### src/rtl/cacheline_mem_arbiter_pkg.sv
// Shared types and constants for the cache-line memory arbiter.
// A line moves over the memory port as LINE_BITS/BEAT_BITS beats.
package cacheline_mem_arbiter_pkg;

  localparam int LINE_BITS = 256;
  localparam int BEAT_BITS = 64;
  localparam logic [1:0] LAST_BEAT = 2'd3;

  typedef enum logic [2:0] {
    IDLE,
    RD_ISSUE,
    RD_WAIT,
    WR_BURST,
    DONE
  } state_e;

  typedef enum logic {
    REQ_I,
    REQ_D
  } req_id_e;

  function automatic logic [BEAT_BITS-1:0] line_slice(
    input logic [LINE_BITS-1:0] line,
    input logic [1:0]           k
  );
    return line[int'(k)*BEAT_BITS +: BEAT_BITS];
  endfunction

endpackage

### src/rtl/cacheline_mem_arbiter.sv
// Round-robin arbiter sharing one burst-memory port between icache and dcache.
// One line transaction at a time; every output is driven from registered state.
module cacheline_mem_arbiter
  import cacheline_mem_arbiter_pkg::*;
(
  input  logic                 clk,
  input  logic                 rst,
  input  logic [31:0]          i_addr,
  input  logic                 i_read,
  output logic [LINE_BITS-1:0] i_rdata,
  output logic                 i_resp,
  input  logic [31:0]          d_addr,
  input  logic                 d_read,
  input  logic                 d_write,
  input  logic [LINE_BITS-1:0] d_wdata,
  output logic [LINE_BITS-1:0] d_rdata,
  output logic                 d_resp,
  output logic [31:0]          bmem_addr,
  output logic                 bmem_read,
  output logic                 bmem_write,
  output logic [BEAT_BITS-1:0] bmem_wdata,
  input  logic                 bmem_ready,
  input  logic [BEAT_BITS-1:0] bmem_rdata,
  input  logic                 bmem_rvalid
);

  state_e               state;
  req_id_e              owner;
  req_id_e              last_grant;
  logic [1:0]           beat;
  logic [LINE_BITS-1:0] line_buf;

  logic        any_req;
  logic        grant_d;
  logic        grant_write;
  logic [31:0] grant_addr;

  // On a tie the port that did not win last time is chosen.
  always_comb begin
    any_req     = i_read | d_read | d_write;
    grant_d     = (d_read | d_write) & (~i_read | (last_grant == REQ_I));
    grant_write = grant_d & d_write;
    grant_addr  = grant_d ? {d_addr[31:5], 5'b0} : {i_addr[31:5], 5'b0};
  end

  // The line buffer doubles as read assembly area and write source.
  assign i_rdata = line_buf;
  assign d_rdata = line_buf;

  always_ff @(posedge clk) begin
    if (rst) begin
      state      <= IDLE;
      owner      <= REQ_I;
      last_grant <= REQ_I;
      beat       <= 2'd0;
      line_buf   <= '0;
      bmem_addr  <= '0;
      bmem_read  <= 1'b0;
      bmem_write <= 1'b0;
      bmem_wdata <= '0;
      i_resp     <= 1'b0;
      d_resp     <= 1'b0;
    end else begin
      case (state)
        IDLE: begin
          if (any_req) begin
            owner      <= grant_d ? REQ_D : REQ_I;
            last_grant <= grant_d ? REQ_D : REQ_I;
            bmem_addr  <= grant_addr;
            beat       <= 2'd0;
            if (grant_write) begin
              line_buf   <= d_wdata;
              bmem_wdata <= d_wdata[BEAT_BITS-1:0];
              bmem_write <= 1'b1;
              state      <= WR_BURST;
            end else begin
              bmem_read <= 1'b1;
              state     <= RD_ISSUE;
            end
          end
        end

        RD_ISSUE: begin
          if (bmem_ready) begin
            bmem_read <= 1'b0;
            beat      <= 2'd0;
            state     <= RD_WAIT;
          end
        end

        RD_WAIT: begin
          if (bmem_rvalid) begin
            line_buf[int'(beat)*BEAT_BITS +: BEAT_BITS] <= bmem_rdata;
            beat <= beat + 2'd1;
            if (beat == LAST_BEAT) begin
              bmem_addr <= '0;
              i_resp    <= (owner == REQ_I);
              d_resp    <= (owner == REQ_D);
              state     <= DONE;
            end
          end
        end

        // Next slice is presented only once memory takes the current one.
        WR_BURST: begin
          if (bmem_ready) begin
            beat <= beat + 2'd1;
            if (beat == LAST_BEAT) begin
              bmem_write <= 1'b0;
              bmem_wdata <= '0;
              bmem_addr  <= '0;
              i_resp     <= (owner == REQ_I);
              d_resp     <= (owner == REQ_D);
              state      <= DONE;
            end else begin
              bmem_wdata <= line_slice(line_buf, beat + 2'd1);
            end
          end
        end

        DONE: begin
          i_resp <= 1'b0;
          d_resp <= 1'b0;
          state  <= IDLE;
        end

        default: state <= IDLE;
      endcase
    end
  end

endmodule
### config.mk
export PLATFORM = sky130hd
export DESIGN_NAME = cacheline_mem_arbiter
export DESIGN_NICKNAME = d
export VERILOG_FILES = /design/src/rtl/cacheline_mem_arbiter_pkg.sv /design/src/rtl/cacheline_mem_arbiter.sv
export SDC_FILE = /design/constraint.sdc
export NUM_CORES = 1
export LEC_CHECK = 0
export ABC_AREA = 1
export BUFFER_PORTS_ARGS = -buffer_cell sky130_fd_sc_hd__buf_2
export CAP_MARGIN = 20
export CORE_AREA = 3 3 386 388
export DETAILED_ROUTE_END_ITERATION = 16
export DIE_AREA = 0 0 389 391
export GPL_TIMING_DRIVEN = 1
export SLEW_MARGIN = 0
export SYNTH_ARGS = -nofsm -noshare
export SYNTH_HDL_FRONTEND = slang
export SYNTH_SLANG_ARGS = --single-unit
### constraint.sdc
create_clock -name clk -period 2.75 [get_ports clk]
set_input_delay 0.1375 -clock clk [delete_from_list [all_inputs] [get_ports clk]]
set_output_delay 0.1375 -clock clk [all_outputs]
set_load 0.005 [all_outputs]
==> key figures <==
Die
  • Die H: 391 microns
  • DIE AREA: 0.152 sq mm
  • Core area: 0.146 sq mm
  • # rows: 140
  • Number of I/O pins: around 1,000
  • Die W: 389 microns
  • Starting Density: 17.6%

Clock tree
  • # H-tree levels: 2
  • Sink Count: 357
  • CTS max path bufs: 3
  • CTS tree: yes
  • Register clock-pin slew on the reported worst setup and hold paths: 0.07 ns
  • Skew-Pair Late Insertion Delay: 0.65 ns
  • Clock buffer count from CTS: 48
  • Clk root buf: clkbuf_16

Timing
  • Slew HR: 43.4%
  • Fin. Hold Viols: 0
  • Unrepaired setup endpoints after global routing: no
  • Setup violations, final: 0
  • Achievable Freq: 0.384 GHz
  • Worst slew pin tran: 0.840 ns
  • Hold Worst Slack: 0.0280 ns
  • Fin. max-slew vios: 0
  • Clk_skew: between 0.04 and 0.05 ns
  • Final setup TNS: 0 ns
  • Final min period: approximately 2.6 ns
  • Final worst-path cycle share: between 90% and 100%

Power
  • Seq pwr share: 22.8%
  • Switching power: ~23,000 uW
  • Internal power: 20,400 uW
  • Pwr dens: 1180 mW/mm^2
  • Leakage: 0.0198 uW
  • Combinational Power Share: 61.7%
  • Max VDD drop: 1.08 mV
  • Clk pwr share: 15.5%
  • Sw frac: ~53%

Place
  • IO buf count: roughly 990
  • GPL Wtd Cong: 0.955
  • HPWL Detailed: 121 mm

Synthesis
  • Number of synthesized flops with an enable pin: 0
  • Syn. warnings: 0
  • Main synth FF type: dfxtp_1
  • Cells after synthesis: roughly 4,600
  • Ys async rst share: 0%
  • Mean Syn Cell Area: ~5.6 sq um
  • Sequential element share of the synthesized area: 27.9%
  • Netlist Area Pre-Place: 0.0256 sq mm
  • Post-synth cell types: 27
  • Synth Register Bits: 357

GRT
  • Grt total ovfl: 0
  • First-pass GRT wire length: 220 mm
  • Initial antenna violation count: 30
  • All-Layer GR Usage: 19.9%
  • Vias in the first global route: 30,200
  • Largest net degree at the start of global routing: 125

Layout
  • Area grow syn2layout: 42.5%
  • Util after Layout: between 20% and 30%
  • Share of cells above drive strength 1: 22.4%
  • Commonest non-fill, non-tap cell in the layout: nand2_1
  • Storage element area: between 0.007 and 0.008 sq mm
  • Layout Nets: 5,938
  • Fillers: 16,500
  • Most frequent cells in the layout: nand2_1, buf_2, nor2_1
  • Multi-input gate area: 0.0125 sq mm

Route
  • Violation count after the first detailed-route iteration: 3,445
  • Via density: 4.35
  • Vias post-DR: 32,700
  • DR WL/cell: 21.5 microns
  • Drt pass-1 iters: 6
  • Routed wire length: 162 mm
  • Post-route met1 wirelength: around 64 mm
  • Top sig layer: met5
  • Remaining DRCs: 0
  • Met2 wire length: 69.7 mm
  • Post-DRT Antenna Nets: 0
  • Wire length on met3: around 19 mm

Critical path
  • Worst path required time: between 3 and 4 ns
  • Critical Path End Type: flip-flop
  • CP peak stage delay: between 0.5 and 0.6 ns
  • Worst path slowest cell: dlygate4sd3_1
  • Most frequent CP cell: nor2_1
  • Setup crit start kind: flip-flop
  • Crit path kind: flip-flop to flip-flop
  • Crit Path Max Fanout: 29
  • Crit path cell chain: inv_1 -> ha_4 -> nand2_1 -> inv_1 -> nand3_4 -> buf_4 -> nor2_1 -> nor2_1 -> dlygate4sd3_1 -> nand3_1 -> nand2_1 -> nor2_1
  • Worst EP arrival: between 3 and 4 ns
  • Reg-to-reg slack, setup: 0.14 ns

Min path
  • Min-Delay Path Class: input port to flip-flop

Status
  • Status: complete, no violations

Run
  • Max-cap violation count: 0
==> final timing paths <==
path,depth (start not counted),end,startpoint
max,12,d_rdata[89]$_SDFFE_PP0P_,beat[0]$_SDFFE_PP0P_
min,7,d_rdata[66]$_SDFFE_PP0P_,d_wdata[66]
max reg2reg,12,d_rdata[89]$_SDFFE_PP0P_,beat[0]$_SDFFE_PP0P_
min reg2reg,2,i_resp$_SDFFE_PP0P_,i_resp$_SDFFE_PP0P_
==> per-stage QoR <==
step / total power [uW] / setup WS (ns) / cell area (sq um) / cells
final: 43100 / 0.142 / 36500 / 7514
after CTS: 42800 / 0.0262 / 36300 / 7493
after global routing: 46200 / 0.0127 / 36500 / 7506
after global placement: 35100 / 0.371 / 31300 / 7063
after detailed placement: 35300 / 0.340 / 31300 / 7063
after floorplan: 24700 / 0.696 / 25600 / 4576
==> power by group through the flow <==
stage / Combinational [uW] / Sequential, uW / Clock (uW)
after floorplan: 15900 / 8720 / 0
after global placement: 25300 / 9770 / 0
after detailed placement: 25400 / 9810 / 0
after CTS: 26300 / 9720 / 6830
after global routing: 29200 / 9930 / 7000
final: 26600 / 9810 / 6690
==> cell type report <==
| type | count | area share, % |
|---|---|---|
| diodes | 18 | 0.123 |
| well taps | 1917 | 6.58 |
| clock inverters | 17 | 0.552 |
| flip-flops and latches | 357 | 19.6 |
| multi-input cells | 2915 | 34.2 |
| repair buffers | 1464 | 27.1 |
| clock buffers | 70 | 3.88 |
| inverters | 756 | 7.92 |
==> worst max-delay path: cells and delay by family, from the launching register on <==
family	cells	cell delay [ns]
adders and majority gates	1	0.29
buffers and inverters	4	1.26
DFF	1	0.35
and+or+nand+nor	7	0.52
==> cell usage after synthesis, types with 7 or more instances <==
master | instances | share of area (%)
a21oi_1 | 9 | 0.18
buf_1 | 43 | 0.63
buf_2 | 111 | 2.2
buf_4 | 289 | 8.5
clkbuf_1 | 105 | 1.5
dfxtp_1 | 357 | 28
inv_1 | 735 | 11
inv_2 | 20 | 0.29
nand2_1 | 1301 | 19
nand3_1 | 421 | 8.2
nand3b_1 | 15 | 0.44
nor2_1 | 858 | 13
nor2_2 | 7 | 0.17
o211ai_1 | 128 | 3.8
o21ai_0 | 145 | 2.8
==> what timing repair did <==
action	CTS	global route
setup buffers	0	2
gates resized for setup	0	12
endpoints found under the hold margin	341	0
endpoints found under the setup margin	0	9
hold buffers	343	0
==> kinds of logic (layout without fill, tap and decap cells) <==
| family | count (synthesis) | count (layout) | share of synthesized area [%] |
|---|---|---|---|
| AND/OR/NAND/NOR | 2622 | 2622 | 41.1 |
| buffers and inverters | 1304 | 2307 | 23.9 |
| flip-flops | 357 | 357 | 27.9 |
| AO/OA/AOI/OAI | 283 | 283 | 6.79 |
| adder cells (fa/ha/maj) | 5 | 5 | 0.244 |
| other | 1 | 23 | 0.0146 |
==> state kept, by name (all words and copies together), names as in the netlist <==
register,flops
last_grant,1
bmem_addr,27
beat,2
d_rdata,256
d_resp,1
state,3
bmem_write,1
bmem_wdata,64
i_resp,1
bmem_read,1
==> routing by layer <==
layer  GRT usage, %  vias up
met5              0        -
met4           10.0       10
met3           6.46      350
met2           30.7     2043
met1           24.9    14900
li1               -    15400
(Power assumes the default switching activity.)
